## src/rtl/hazard_stall_controller_if.sv

```systemverilog
// Pipeline-side signal bundle for the hazard/stall controller: ID/EX/MEM hazard
// inputs, the mul/div handshake and the stall/flush/enable outputs.
interface hazard_stall_controller_if #(
  parameter int CNT_W = 32
);
  logic [4:0]       rs_id;
  logic [4:0]       rt_id;
  logic             uses_rt_id;
  logic             branch_id;
  logic             branch_taken_id;
  logic             mul_div_id;
  logic             hi_lo_id;
  logic [4:0]       rd_ex;
  logic             reg_write_ex;
  logic             mem_read_ex;
  logic [4:0]       rd_mem;
  logic             mem_read_mem;
  logic             mul_div_done;

  logic             pc_write;
  logic             if_id_write;
  logic             id_ex_bubble;
  logic             if_id_flush;
  logic             mul_div_start;
  logic             md_busy;
  logic             md_error;
  logic [CNT_W-1:0] stall_count;

  modport master (
    output rs_id, rt_id, uses_rt_id, branch_id, branch_taken_id, mul_div_id, hi_lo_id,
           rd_ex, reg_write_ex, mem_read_ex, rd_mem, mem_read_mem, mul_div_done,
    input  pc_write, if_id_write, id_ex_bubble, if_id_flush, mul_div_start, md_busy,
           md_error, stall_count
  );

  modport slave (
    input  rs_id, rt_id, uses_rt_id, branch_id, branch_taken_id, mul_div_id, hi_lo_id,
           rd_ex, reg_write_ex, mem_read_ex, rd_mem, mem_read_mem, mul_div_done,
    output pc_write, if_id_write, id_ex_bubble, if_id_flush, mul_div_start, md_busy,
           md_error, stall_count
  );
endinterface

```

## src/rtl/hazard_stall_controller.sv

```systemverilog
// MIPS front-end hazard detection, stall/flush generation, mul/div issue
// scheduling with a HI/LO interlock and watchdog, and a saturating stall counter.
module hazard_stall_controller #(
  parameter int MD_TIMEOUT = 64,
  parameter int CNT_W      = 32
) (
  input logic                 clk,
  input logic                 rst_n,
  hazard_stall_controller_if.slave hz
);
  typedef enum logic {IDLE, BUSY} md_state_t;

  localparam int TMR_W = (MD_TIMEOUT > 1) ? $clog2(MD_TIMEOUT) : 1;
  localparam logic [TMR_W-1:0] TMR_LAST = TMR_W'(MD_TIMEOUT - 1);

  md_state_t        state, state_next;
  logic [TMR_W-1:0] timer, timer_next;
  logic             error_q, error_set;
  logic [CNT_W-1:0] count_q;
  logic             ex_match, mem_match, stall, start;

  // Register zero is hardwired, so a producer targeting $0 never creates a hazard.
  assign ex_match  = (hz.rd_ex != 5'd0) &&
                     ((hz.rd_ex == hz.rs_id) || (hz.uses_rt_id && (hz.rd_ex == hz.rt_id)));
  assign mem_match = (hz.rd_mem != 5'd0) &&
                     ((hz.rd_mem == hz.rs_id) || (hz.uses_rt_id && (hz.rd_mem == hz.rt_id)));

  assign stall = (hz.mem_read_ex && hz.reg_write_ex && ex_match) ||
                 (hz.branch_id && hz.reg_write_ex && ex_match) ||
                 (hz.branch_id && hz.mem_read_mem && mem_match) ||
                 ((hz.mul_div_id || hz.hi_lo_id) && (state == BUSY) && !hz.mul_div_done);

  assign start = hz.mul_div_id && !stall;

  assign hz.pc_write      = !stall;
  assign hz.if_id_write   = !stall;
  assign hz.id_ex_bubble  = stall;
  assign hz.if_id_flush   = hz.branch_taken_id && !stall;
  assign hz.mul_div_start = start;
  assign hz.md_busy       = (state == BUSY);
  assign hz.md_error      = error_q;
  assign hz.stall_count   = count_q;

  // A start while busy only gets past the interlock together with Done, so it
  // simply restarts the watchdog for the newly issued operation.
  always_comb begin
    state_next = state;
    timer_next = timer;
    error_set  = 1'b0;
    case (state)
      IDLE: begin
        if (start) begin
          state_next = BUSY;
          timer_next = '0;
        end
      end
      BUSY: begin
        if (start) begin
          timer_next = '0;
        end else if (hz.mul_div_done) begin
          state_next = IDLE;
        end else if (timer == TMR_LAST) begin
          state_next = IDLE;
          error_set  = 1'b1;
        end else begin
          timer_next = timer + TMR_W'(1);
        end
      end
      default: state_next = IDLE;
    endcase
  end

  always_ff @(posedge clk or negedge rst_n) begin
    if (!rst_n) begin
      state   <= IDLE;
      timer   <= '0;
      error_q <= 1'b0;
      count_q <= '0;
    end else begin
      state <= state_next;
      timer <= timer_next;
      if (error_set) begin
        error_q <= 1'b1;
      end
      if (stall && (count_q != '1)) begin
        count_q <= count_q + CNT_W'(1);
      end
    end
  end
endmodule

```

## src/flat_wrapper.sv

```systemverilog
// flat-port wrapper written by rule: the top's interface ports become plain ports
module hazard_stall_controller_flat 
#(
  parameter int MD_TIMEOUT = 64,
  parameter int CNT_W      = 32
)
  (clk, rst_n, hz_rs_id, hz_rt_id, hz_uses_rt_id, hz_branch_id, hz_branch_taken_id, hz_mul_div_id, hz_hi_lo_id, hz_rd_ex, hz_reg_write_ex, hz_mem_read_ex, hz_rd_mem, hz_mem_read_mem, hz_mul_div_done, hz_pc_write, hz_if_id_write, hz_id_ex_bubble, hz_if_id_flush, hz_mul_div_start, hz_md_busy, hz_md_error, hz_stall_count);
  hazard_stall_controller_if #(.CNT_W(CNT_W)) hz_i ();
  input logic clk;
  input logic rst_n;
  input wire logic [$bits(hz_i.rs_id)-1:0] hz_rs_id;
  input wire logic [$bits(hz_i.rt_id)-1:0] hz_rt_id;
  input wire logic [$bits(hz_i.uses_rt_id)-1:0] hz_uses_rt_id;
  input wire logic [$bits(hz_i.branch_id)-1:0] hz_branch_id;
  input wire logic [$bits(hz_i.branch_taken_id)-1:0] hz_branch_taken_id;
  input wire logic [$bits(hz_i.mul_div_id)-1:0] hz_mul_div_id;
  input wire logic [$bits(hz_i.hi_lo_id)-1:0] hz_hi_lo_id;
  input wire logic [$bits(hz_i.rd_ex)-1:0] hz_rd_ex;
  input wire logic [$bits(hz_i.reg_write_ex)-1:0] hz_reg_write_ex;
  input wire logic [$bits(hz_i.mem_read_ex)-1:0] hz_mem_read_ex;
  input wire logic [$bits(hz_i.rd_mem)-1:0] hz_rd_mem;
  input wire logic [$bits(hz_i.mem_read_mem)-1:0] hz_mem_read_mem;
  input wire logic [$bits(hz_i.mul_div_done)-1:0] hz_mul_div_done;
  output wire logic [$bits(hz_i.pc_write)-1:0] hz_pc_write;
  output wire logic [$bits(hz_i.if_id_write)-1:0] hz_if_id_write;
  output wire logic [$bits(hz_i.id_ex_bubble)-1:0] hz_id_ex_bubble;
  output wire logic [$bits(hz_i.if_id_flush)-1:0] hz_if_id_flush;
  output wire logic [$bits(hz_i.mul_div_start)-1:0] hz_mul_div_start;
  output wire logic [$bits(hz_i.md_busy)-1:0] hz_md_busy;
  output wire logic [$bits(hz_i.md_error)-1:0] hz_md_error;
  output wire logic [$bits(hz_i.stall_count)-1:0] hz_stall_count;
  assign hz_i.rs_id = hz_rs_id;
  assign hz_i.rt_id = hz_rt_id;
  assign hz_i.uses_rt_id = hz_uses_rt_id;
  assign hz_i.branch_id = hz_branch_id;
  assign hz_i.branch_taken_id = hz_branch_taken_id;
  assign hz_i.mul_div_id = hz_mul_div_id;
  assign hz_i.hi_lo_id = hz_hi_lo_id;
  assign hz_i.rd_ex = hz_rd_ex;
  assign hz_i.reg_write_ex = hz_reg_write_ex;
  assign hz_i.mem_read_ex = hz_mem_read_ex;
  assign hz_i.rd_mem = hz_rd_mem;
  assign hz_i.mem_read_mem = hz_mem_read_mem;
  assign hz_i.mul_div_done = hz_mul_div_done;
  assign hz_pc_write = hz_i.pc_write;
  assign hz_if_id_write = hz_i.if_id_write;
  assign hz_id_ex_bubble = hz_i.id_ex_bubble;
  assign hz_if_id_flush = hz_i.if_id_flush;
  assign hz_mul_div_start = hz_i.mul_div_start;
  assign hz_md_busy = hz_i.md_busy;
  assign hz_md_error = hz_i.md_error;
  assign hz_stall_count = hz_i.stall_count;
  hazard_stall_controller #(.MD_TIMEOUT(MD_TIMEOUT), .CNT_W(CNT_W)) u_core (.clk(clk), .rst_n(rst_n), .hz(hz_i));
endmodule
```

## config.mk

```make
export PLATFORM = sky130hd
export DESIGN_NAME = hazard_stall_controller_flat
export DESIGN_NICKNAME = d
export VERILOG_FILES = /design/src/rtl/hazard_stall_controller_if.sv /design/src/rtl/hazard_stall_controller.sv /design/src/flat_wrapper.sv
export SDC_FILE = /design/constraint.sdc
export NUM_CORES = 1
export LEC_CHECK = 0
export BUFFER_PORTS_ARGS = -buffer_cell sky130_fd_sc_hd__buf_2
export CORE_UTILIZATION = 55
export DETAILED_ROUTE_END_ITERATION = 8
export GPL_ROUTABILITY_DRIVEN = 0
export PLACE_DENSITY = 0.9
export SLEW_MARGIN = 20
export SYNTH_ARGS = -nofsm -noshare
export SYNTH_HDL_FRONTEND = slang
export SYNTH_SLANG_ARGS = --single-unit
```

## constraint.sdc

```tcl
create_clock -name clk -period 3.79 [get_ports clk]
set_clock_uncertainty 0.1 [all_clocks]
set_input_delay 0.5685 -clock clk [delete_from_list [all_inputs] [get_ports clk]]
set_output_delay 0.5685 -clock clk [all_outputs]
set_load 0.05 [all_outputs]
```

==> impl_metrics.py, run 1 <==
metrics = {
    "run_status": {
        "status": "finished clean",
    },
    "die": {
        "die_h_um": 66.3,
        "die_x_um": 66.3,
        "core_sq_um": 3970,
        "rows": 23,
        "start_util_pct": 57.3,
        "die-area_sq_um": 4400,
        "ios": 70,
    },
    "critical_path": {
        "reg2reg_from": "u_core.hz.stall_count[0]",
        "crit_family": "buffers and inverters",
        "slowest_delay_ns": 0.38,
        "rr_worst_depth": 7,
        "crit_path_top_delay_cell": "or3_1",
        "path_cells": "buf_2, or3_1, o311a_1, a221oi_4, buf_4, buf_4, inv_1, buf_2",
        "critical_path_cell_count": 8,
        "crit_type": "in2out",
        "crit_path_end": "hz_id_ex_bubble",
        "startpoint_type": "input pin",
        "worstPathRequired_ns": 3.12,
        "reg2reg_slack_ns": 0.98,
        "critPathArrivalTime_ns": 2.47,
        "cp-end-kind": "output port",
        "cp_max_fo": 19,
        "startpoint": "hz_rd_mem[1]",
        "reg2reg_to": "u_core.hz.stall_count[1]",
        "critPathBufInv": 5,
    },
    "drt": {
        "wl_per_cell_um": 14.9,
        "drcViolationCount": 0,
        "vias": 2007,
        "antenna_left": 0,
        "firstDrtPassIters": 4,
        "wirelength_mm": 5.27,
        "viasPerCell": 5.67,
        "drt-initial-drc-count": 64,
    },
    "sta": {
        "grt_setup_unrepaired": "false",
        "fin_crit_sh_pct": 82.7,
        "finalSetupTns_ns": 0,
        "finalHoldViolCount": 0,
        "worstMarginPinSlew_ns": 0.880,
        "relSlewSlack_pct": 41.3,
        "slew_violations": 0,
        "fmax_ghz": 0.319,
        "final.setup.worst_slack_ns": 0.656,
        "fin_crit_ns": 3.13,
        "holdWs_ns": 0.279,
        "setup_viol": 0,
    },
    "placed_design": {
        "placement.io_buffers": 69,
        "place_worst_setup_slack_ns": 0.667,
        "dp_cells": 346,
        "place_hpwl_mm": 3.77,
        "postPlaceCellArea_sq_um": 2650,
    },
    "synth": {
        "synth_compound_area_share_pct": 3.19,
        "yosys.area.top_type": "dfrtp_1",
        "ys_types": 32,
        "synth_area_leaders": "dfrtp_1, xor2_1, xnor2_1",
        "synth_fa_ha_area_share_pct": 1.10,
        "synth_mux_area_share_pct": 1.43,
        "ys_seq_area_share_pct": 44.0,
        "ys_warn_count": 0,
        "syn_nets": 267,
        "avgSynthCellArea_sq_um": 9.72,
        "syn_inst": 234,
        "synthSimpleGateAreaFrac_pct": 26.5,
        "syn_area_sq_um": 2270,
        "synth_top_family_by_area": "simple AND/OR/NAND/NOR gates",
        "synth-seq-cells": 40,
        "synth_xor_area_share_pct": 21.2,
        "synth_top_area_share_pct": 44.0,
    },
    "layout": {
        "syn_to_final_growth_pct": 21.2,
        "drive_gt1_share_pct": 27.0,
        "final_core_util_pct": 69.4,
        "post-route-cell-area_sq_um": 2760,
        "final_nets": 336,
        "layout.cells.non_filler": 354,
        "antenna_cells": 0,
    },
    "grt": {
        "grt_pass1_vias": 1860,
        "grt_busiest_layer": "met2",
        "use_met1_pct": 31.2,
        "antenna_found_initial": 0,
        "track_usage_pct": 25.5,
        "use_met2_pct": 42.3,
        "grt_util_met3_pct": 5.86,
        "grt_overflow": 0,
        "grt_pass1_wl_mm": 8.29,
        "grt_max_degree": 41,
    },
    "clock_network": {
        "clk_path_buf_depth": 2,
        "numCtsBuffers": 5,
        "cts-hold-fix-buffers": 0,
        "insertion_delay_ns": 0.30,
        "cts.htree.levels": 2,
        "post_cts_resized": 0,
        "cts_num_sinks": 40,
        "cts.reportedPaths.clkPinSlew_ns": 0.08,
        "cts_setup_buffers": 0,
        "cts_tree": "done",
        "root_buffer": "clkbuf_8",
    },
    "power_and_ir_drop": {
        "leakage_nw": 1.46,
        "p_total_mw": 1.22,
        "ir_drop_uv": 474,
        "p_per_area_nw_per_um2": 443,
    },
    "min_path": {
        "holdCritPathClass": "in2async",
    },
    "job": {
        "drv_cap": 0,
    },
}
## worst register-to-register path, delay by kind of cell (launching register included)
kind                       cells  cell delay, ns
and+or+nand+nor                5            1.69
DFF                            1            0.41
muxes                          1            0.31
adders and majority gates      1            0.19
## Yosys cell counts (all sizes together)
master   n
xnor2   23
and3    12
mux2i    1
or2      1
o22ai    2
mux2     2
o21ai    1
nor4b    3
or3      1
clkbuf   1
nand4   14
nand2   16
buf      8
a21oi    1
dfrtp   40
o311a    1
inv      3
and2     3
nor2    21
o21bai   1
a221oi   1
ha       2
nor2b    1
nor4     8
nand2b   2
nor3    13
and4     2
xor2    32
nand3   17
a31oi    1
## kinds of logic (layout without fill, tap and decap cells)
family          after synthesis  after routing
buf+inv                      12             82
mux                           3              3
simple gates                114            114
xor+xnor                     55             55
fa+ha+maj                     2              2
flops                        40             40
compound gates                8              8
## worst min path at each step
stage,slack [ns],to,start,cells past startpoint
after CTS,0.31,u_core.hz.stall_count[27],rst_n,1
after floorplan,0.17,u_core.hz.md_busy,rst_n,0
after global placement,0.36,u_core.hz.md_error,u_core.hz.md_error,1
after detailed placement,0.37,u_core.hz.stall_count[9],u_core.hz.stall_count[9],1
final,0.28,u_core.hz.stall_count[27],rst_n,1
after global routing,0.35,u_core.hz.stall_count[29],rst_n,1
## sequential cells by signal, indices dropped and copies added, names as in the netlist
name	count
u_core.hz.md_busy	1
u_core.hz.md_error	1
u_core.hz.stall_count	32
u_core.timer	6
## per-layer routing
layer  share of wire, %  vias to the layer above
met2                 49                       95
met5                  0                        -
met1                 41                      952
met4                2.0                        0
met3                8.6                       10
li1                   -                      950
## cell usage in the layout (no fill, tap or decap), drive strengths merged, types with 12 or more instances in the layout
master,instances
buf,71
xor2,32
and3,12
nand4,14
xnor2,23
nand3,17
nor2,21
nand2,16
dfrtp,40
nor3,13
## area by class of cell
type | instances | area, sq um
Timing Repair Buffer | 71 | 360
Sequential cell | 40 | 1000
Fill cell | 316 | 1210
Tap cell | 50 | 62.6
Inverter | 3 | 11.3
Clock buffer | 6 | 72.6
Multi-Input combinational cell | 182 | 1210
Clock inverter | 2 | 35.0
## where the power goes
part	leakage [nW]	internal, mW	switching [mW]	total (mW)
clock network	0.0552	0.195	0.147	0.342
logic	0.867	0.102	0.257	0.358
registers	0.533	0.470	0.0505	0.520
(Power assumes the default switching activity.)
==> run 2, diff against run 1 <==
Settings changed: ABC_AREA set to 1, PLACE_DENSITY 0.9 to 0.86.
Clock period 3.79 ns to 3.1 ns, I/O delays scaled along.
==> run 2 against run 1 <==
  * Worst setup slack got worse by 0.048 ns
  * Design area is 26% higher
  * Core utilization shrank 2.2 points
  * Worst hold slack got worse by 0.085 ns
  * Via count rose by 67%
  * Sequential share of layout area fell by 7.5 points
  * Sequential power grew 17%
  * Critical endpoint is now u_core.hz.stall_count[5]
  * Highest routed layer unchanged
==> impl_metrics.py, run 2 <==
metrics = {
    "drt": {
        "firstDrtPassIters": 5,
        "vias": 3345,
        "wl_per_cell_um": 12.7,
        "wirelength_mm": 7.86,
        "antenna_left": 0,
        "drt-initial-drc-count": 279,
        "drcViolationCount": 0,
        "viasPerCell": 5.39,
    },
    "synth": {
        "synth_common_cells": "nand2_1, nor2_1, inv_1",
        "async_flop_share_pct": 100,
        "ys_types": 23,
        "yosys.area.top_type": "dfrtp_1",
        "ys.flop_type": "dfrtp_1",
        "ys_seq_area_share_pct": 33.3,
        "ys_warn_count": 0,
        "avgSynthCellArea_sq_um": 6.21,
        "syn_area_sq_um": 3000,
        "yosysMostFrequentCell": "nand2_1",
        "synth-seq-cells": 40,
        "synth-edff-count": 0,
        "syn_inst": 483,
        "syn_nets": 516,
        "synth_area_leaders": "dfrtp_1, nand2_1, nand3_1",
        "synth_top_area_share_pct": 33.3,
    },
    "critical_path": {
        "crit_path_end": "u_core.hz.stall_count[5]",
        "crit_type": "reg2reg",
        "cp-end-kind": "flip-flop",
        "reg2reg_to": "u_core.hz.stall_count[5]",
        "reg2reg_slack_ns": 0.61,
        "startpoint_type": "flip-flop",
        "critPathArrivalTime_ns": 2.62,
        "startpoint": "u_core.hz.stall_count[1]",
        "worstPathRequired_ns": 3.23,
        "cp_max_fo": 31,
        "rr_worst_depth": 9,
        "reg2reg_from": "u_core.hz.stall_count[1]",
    },
    "layout": {
        "syn_to_final_growth_pct": 15.9,
        "largest_reg_flops": 32,
        "drive_gt1_share_pct": 15.2,
        "post-route-cell-area_sq_um": 3480,
        "final_cell_mix": "nand2_1, buf_2, nor2_1, inv_1, nand3_1",
        "layout.cells.non_filler": 621,
        "final_nets": 584,
        "antenna_cells": 0,
        "final_common_cell": "nand2_1",
    },
    "clock_network": {
        "insertion_delay_ns": 0.29,
        "cts-hold-fix-buffers": 0,
        "cts.htree.levels": 2,
        "clk_path_buf_depth": 2,
        "cts_num_sinks": 40,
        "numCtsBuffers": 5,
        "cts_tree": "done",
        "cts.reportedPaths.clkPinSlew_ns": 0.07,
        "root_buffer": "clkbuf_8",
        "post_cts_resized": 0,
        "cts_setup_buffers": 0,
    },
    "sta": {
        "fmax_ghz": 0.401,
        "grt_setup_unrepaired": "false",
        "finalSetupTns_ns": 0,
        "fin_crit_sh_pct": 80.4,
        "finalHoldViolCount": 0,
        "slew_violations": 0,
        "fin_crit_ns": 2.49,
        "setup_viol": 0,
        "relSlewSlack_pct": 41.4,
        "worstMarginPinSlew_ns": 0.879,
    },
    "grt": {
        "grt_max_degree": 41,
        "track_usage_pct": 29.4,
        "antenna_found_initial": 0,
        "grt_pass1_wl_mm": 12.8,
        "grt_overflow": 0,
        "grt_pass1_vias": 2919,
    },
    "power_and_ir_drop": {
        "ir_drop_uv": 303,
        "p_per_area_nw_per_um2": 397,
        "power_switching_mw": 0.517,
        "p_int_mw": 0.865,
        "seq_power_share_pct": 44.0,
        "combPwrFrac_pct": 29.4,
        "leakage_nw": 1.94,
        "p_total_mw": 1.38,
        "power_frac_clock_pct": 26.6,
        "netSwitchingFraction_pct": 37.4,
    },
    "placed_design": {
        "postPlaceCellArea_sq_um": 3380,
        "placement.io_buffers": 69,
        "dp_cells": 614,
        "place_hpwl_mm": 5.91,
    },
    "job": {
        "drv_cap": 0,
    },
    "die": {
        "die_h_um": 75.9,
        "core_sq_um": 5170,
        "ios": 70,
        "die_x_um": 75.9,
        "start_util_pct": 58.0,
        "rows": 26,
        "die-area_sq_um": 5760,
    },
    "min_path": {
        "holdCritPathClass": "in2async",
    },
    "run_status": {
        "status": "finished clean",
    },
}
==> run 2: layout make-up <==
type	count	area [sq um]
clock buffers	7	96.3
fillers	474	1690
inverters	49	184
multi-input cells	383	1740
flip-flops and latches	40	1000
well taps	70	87.6
repair buffers	72	368
==> run 2: cell families (layout without fill, tap and decap cells) <==
kind of cell	Yosys count	in the layout	share of synthesized area (%)
buffers and inverters	60	128	8.63
DFF	40	40	33.3
xor gates and xnor gates	22	22	6.42
and+or+nand+nor	352	352	49.4
adders and majority gates	2	2	0.834
AOI/OAI and AO/OA	7	7	1.33
==> run 2: per-layer routing <==
| layer | share of wire (%) | track usage [%] |
|---|---|---|
| met1 | 43 | 38.8 |
| met2 | 46 | 49.3 |
| met3 | 8.5 | 5.16 |
| met4 | 2.1 | 9.05 |
| met5 | 0 | 0 |
==> run 2: critical path, cell delays in order (launching register included) <==
cell and delay (ns):
dfrtp_1 0.43, ha_1 0.32, nand3_2 0.19, nor2_4 0.21, nand2_1 0.13, nor3_2 0.24
nand3_2 0.11, nand2_2 0.47, nand2_1 0.13, nand2_1 0.08
==> run 2: power groups by stage <==
stage          clock (mW)  combinational, mW  sequential [mW]
3_5_place_dp            0              0.405            0.615
5_1_grt             0.395              0.448            0.613
4_1_cts             0.374              0.406            0.606
6_report            0.368              0.406            0.608
3_3_place_gp            0              0.393            0.614
2_1_floorplan           0              0.184            0.713
==> run 2: worst min-delay path by stage <==
stage,slack (ns),end,from
final,0.19,u_core.timer[0],rst_n
after global routing,0.26,u_core.hz.stall_count[2],rst_n
after CTS,0.22,u_core.hz.stall_count[2],rst_n
after detailed placement,0.35,u_core.hz.md_error,u_core.hz.md_error
after floorplan,0.07,u_core.hz.md_busy,rst_n
after global placement,0.33,u_core.hz.md_error,u_core.hz.md_error
==> run 2: through the flow <==
| step | hold WS [ns] | worst slack, ns | utilization (%) |
|---|---|---|---|
| 2_1_floorplan | 0.0694 | 0.0881 | - |
| 3_3_place_gp | 0.335 | 0.678 | 65.4 |
| 3_5_place_dp | 0.355 | 0.644 | 65.4 |
| 4_1_cts | 0.215 | 0.642 | 67.2 |
| 5_1_grt | 0.261 | 0.424 | 67.2 |
| 6_report | 0.193 | 0.608 | 67.2 |
==> run 3, diff against run 2 <==
Settings changed: ABC_AREA 1 to 0, CORE_UTILIZATION 55 to 46, PLACE_DENSITY 0.86 to 0.81.
Clock period 3.1 ns to 2 ns, I/O delays scaled along.
==> run 3 against run 2 <==
  * The run now ends with setup timing left
  * Combinational power is 130% higher
  * Via count down 30%
  * Worst hold slack improved by 0.093 ns
  * Worst setup slack got worse by 0.82 ns
  * Power increased by 88%
  * Sequential power grew 63%
  * Clock-buffer cell count shrank 2
==> impl_metrics.py, run 3 (synthesized netlist as in run 1, its figures left out) <==
metrics = {
    "drt": {
        "firstDrtPassIters": 4,
        "wl_met3_um": 455,
        "viasPerCell": 5.64,
        "drt-met1-wl_mm": 2.94,
        "antenna_left": 0,
        "vias": 2334,
        "wl_per_cell_um": 18.6,
        "drcViolationCount": 0,
        "top_layer_used": "met4",
        "wl_met2_mm": 3.99,
        "wirelength_mm": 7.68,
        "drt-initial-drc-count": 129,
    },
    "die": {
        "start_util_pct": 47.8,
        "core_sq_um": 4750,
        "die_x_um": 72.3,
        "ios": 70,
        "die-area_sq_um": 5230,
        "rows": 25,
        "die_h_um": 72.3,
    },
    "critical_path": {
        "path_common_cell": "buf_6",
        "reg2reg_to": "u_core.hz.stall_count[1]",
        "critPathArrivalTime_ns": 1.81,
        "crit_type": "in2out",
        "reg2reg_slack_ns": -0.07,
        "crit_path_top_delay_cell": "or3_1",
        "slowest_delay_ns": 0.35,
        "cp-end-kind": "output port",
        "worstPathRequired_ns": 1.60,
        "reg2reg_from": "u_core.hz.stall_count[24]",
        "rr_worst_depth": 7,
        "cp_max_fo": 6,
        "path_cells": "buf_6, or3_1, o311a_1, a221oi_4, buf_6, and2_4, buf_8",
        "startpoint_type": "input pin",
    },
    "power_and_ir_drop": {
        "netSwitchingFraction_pct": 38.1,
        "p_int_mw": 1.61,
        "power_switching_mw": 0.991,
        "ir_drop_uv": 710,
        "p_total_mw": 2.60,
        "combPwrFrac_pct": 36.1,
        "p_per_area_nw_per_um2": 717,
        "leakage_nw": 1.78,
        "seq_power_share_pct": 38.0,
        "power_frac_clock_pct": 25.9,
    },
    "sta": {
        "slew_violations": 0,
        "final.setup.worst_slack_ns": -0.208,
        "setup_viol": 30,
        "grt_setup_unrepaired": "true",
        "finalSetupTns_ns": -2.52,
        "holdWs_ns": 0.287,
        "relSlewSlack_pct": 67.9,
        "fin_crit_ns": 2.21,
        "finalHoldViolCount": 0,
        "fmax_ghz": 0.453,
        "fin_crit_sh_pct": 110,
        "worstMarginPinSlew_ns": 0.482,
    },
    "clock_network": {
        "clk_path_buf_depth": 2,
        "root_buffer": "clkbuf_8",
        "cts_tree": "done",
        "cts_num_sinks": 40,
        "cts.reportedPaths.clkPinSlew_ns": 0.08,
        "insertion_delay_ns": 0.31,
        "numCtsBuffers": 5,
        "cts.htree.levels": 2,
    },
    "layout": {
        "seq_area_sq_um": 1020,
        "final_core_util_pct": 76.4,
        "fill_cells": 291,
        "post-route-cell-area_sq_um": 3630,
        "final_nets": 379,
        "final_cell_mix": "buf_2, xor2_1, buf_4, dfrtp_1, xnor2_1",
        "antenna_cells": 0,
        "largest_reg_flops": 32,
        "syn_to_final_growth_pct": 59.6,
        "layout.cells.non_filler": 414,
        "final_common_cell": "buf_2",
        "multiInputGateArea_sq_um": 1550,
        "drive_gt1_share_pct": 51.9,
    },
    "min_path": {
        "hp-start": "hz_mul_div_done",
        "holdCritPathClass": "in2reg",
        "holdPathEnd": "u_core.hz.md_error",
        "hold-path-cell-count": 4,
    },
    "placed_design": {
        "place_worst_setup_slack_ns": -0.356,
        "placement.io_buffers": 69,
        "postPlaceCellArea_sq_um": 3020,
        "dp_cells": 394,
        "place_hpwl_mm": 4.47,
    },
    "grt": {
        "grt_max_degree": 23,
        "antenna_found_initial": 0,
        "grt_pass1_wl_mm": 9.74,
        "grt_overflow": 0,
        "track_usage_pct": 24.5,
        "grt_pass1_vias": 2123,
    },
    "run_status": {
        "violations": "setup timing",
        "status": "finished with violations",
    },
    "job": {
        "drv_cap": 0,
    },
}
==> run 3: changes by cell type in the layout (fill, tap and decap cells not counted), sizes merged, moves of 7 or more <==
cell,change
nor2,-42
nand3b,-10
inv,-46
nor4,+7
buf,+40
nand3,-32
nand2,-193
and3,+12
xor2,+18
xnor2,+15
==> run 3: area by class of cell <==
class	instances	share of cell area (%)
clock buffers	5	1.90
clock inverters	3	1.17
inverters	3	0.310
multi-input cells	182	42.6
flip-flops and latches	40	28.2
well taps	67	2.31
repair buffers	114	23.6
==> run 3: worst max-delay path by stage <==
stage	startpoint	to
finish	hz_rd_mem[1]	hz_if_id_flush
global route	hz_rd_mem[1]	hz_if_id_flush
CTS	hz_rd_mem[1]	hz_if_id_flush
detailed placement	hz_rd_mem[1]	hz_if_id_flush
global placement	hz_rd_mem[1]	hz_if_id_flush
floorplan	hz_rd_mem[1]	hz_if_id_flush
==> run 3: per-layer routing <==
layer / vias to the layer above / global-route usage, %
met5: - / 0
met1: 1162 / 30.4
met4: 0 / 10.9
met3: 26 / 5.42
met2: 108 / 41.0
li1: 1038 / -
==> run 3: what timing repair did <==
item	CTS	global route
endpoints found under the hold margin	18	0
endpoints found under the setup margin	6	35
pin swaps	1	25
cloned	0	1
gates resized for setup	18	46
setup buffers	2	9
hold buffers	1	0
==> run 3: power groups by stage <==
stage	Clock [mW]	Sequential, mW	Combinational, mW
floorplan	0	1.25	0.268
global placement	0	0.987	0.774
detailed placement	0	0.994	0.788
CTS	0.673	0.978	0.830
global route	0.711	0.999	0.985
finish	0.673	0.990	0.939
==> run 3: worst max-delay path: cells and delay by family <==
kind                   cells  cell delay [ns]
AOI/OAI and AO/OA          2             0.61
and+or+nand+nor            2             0.50
buffers and inverters      3             0.39
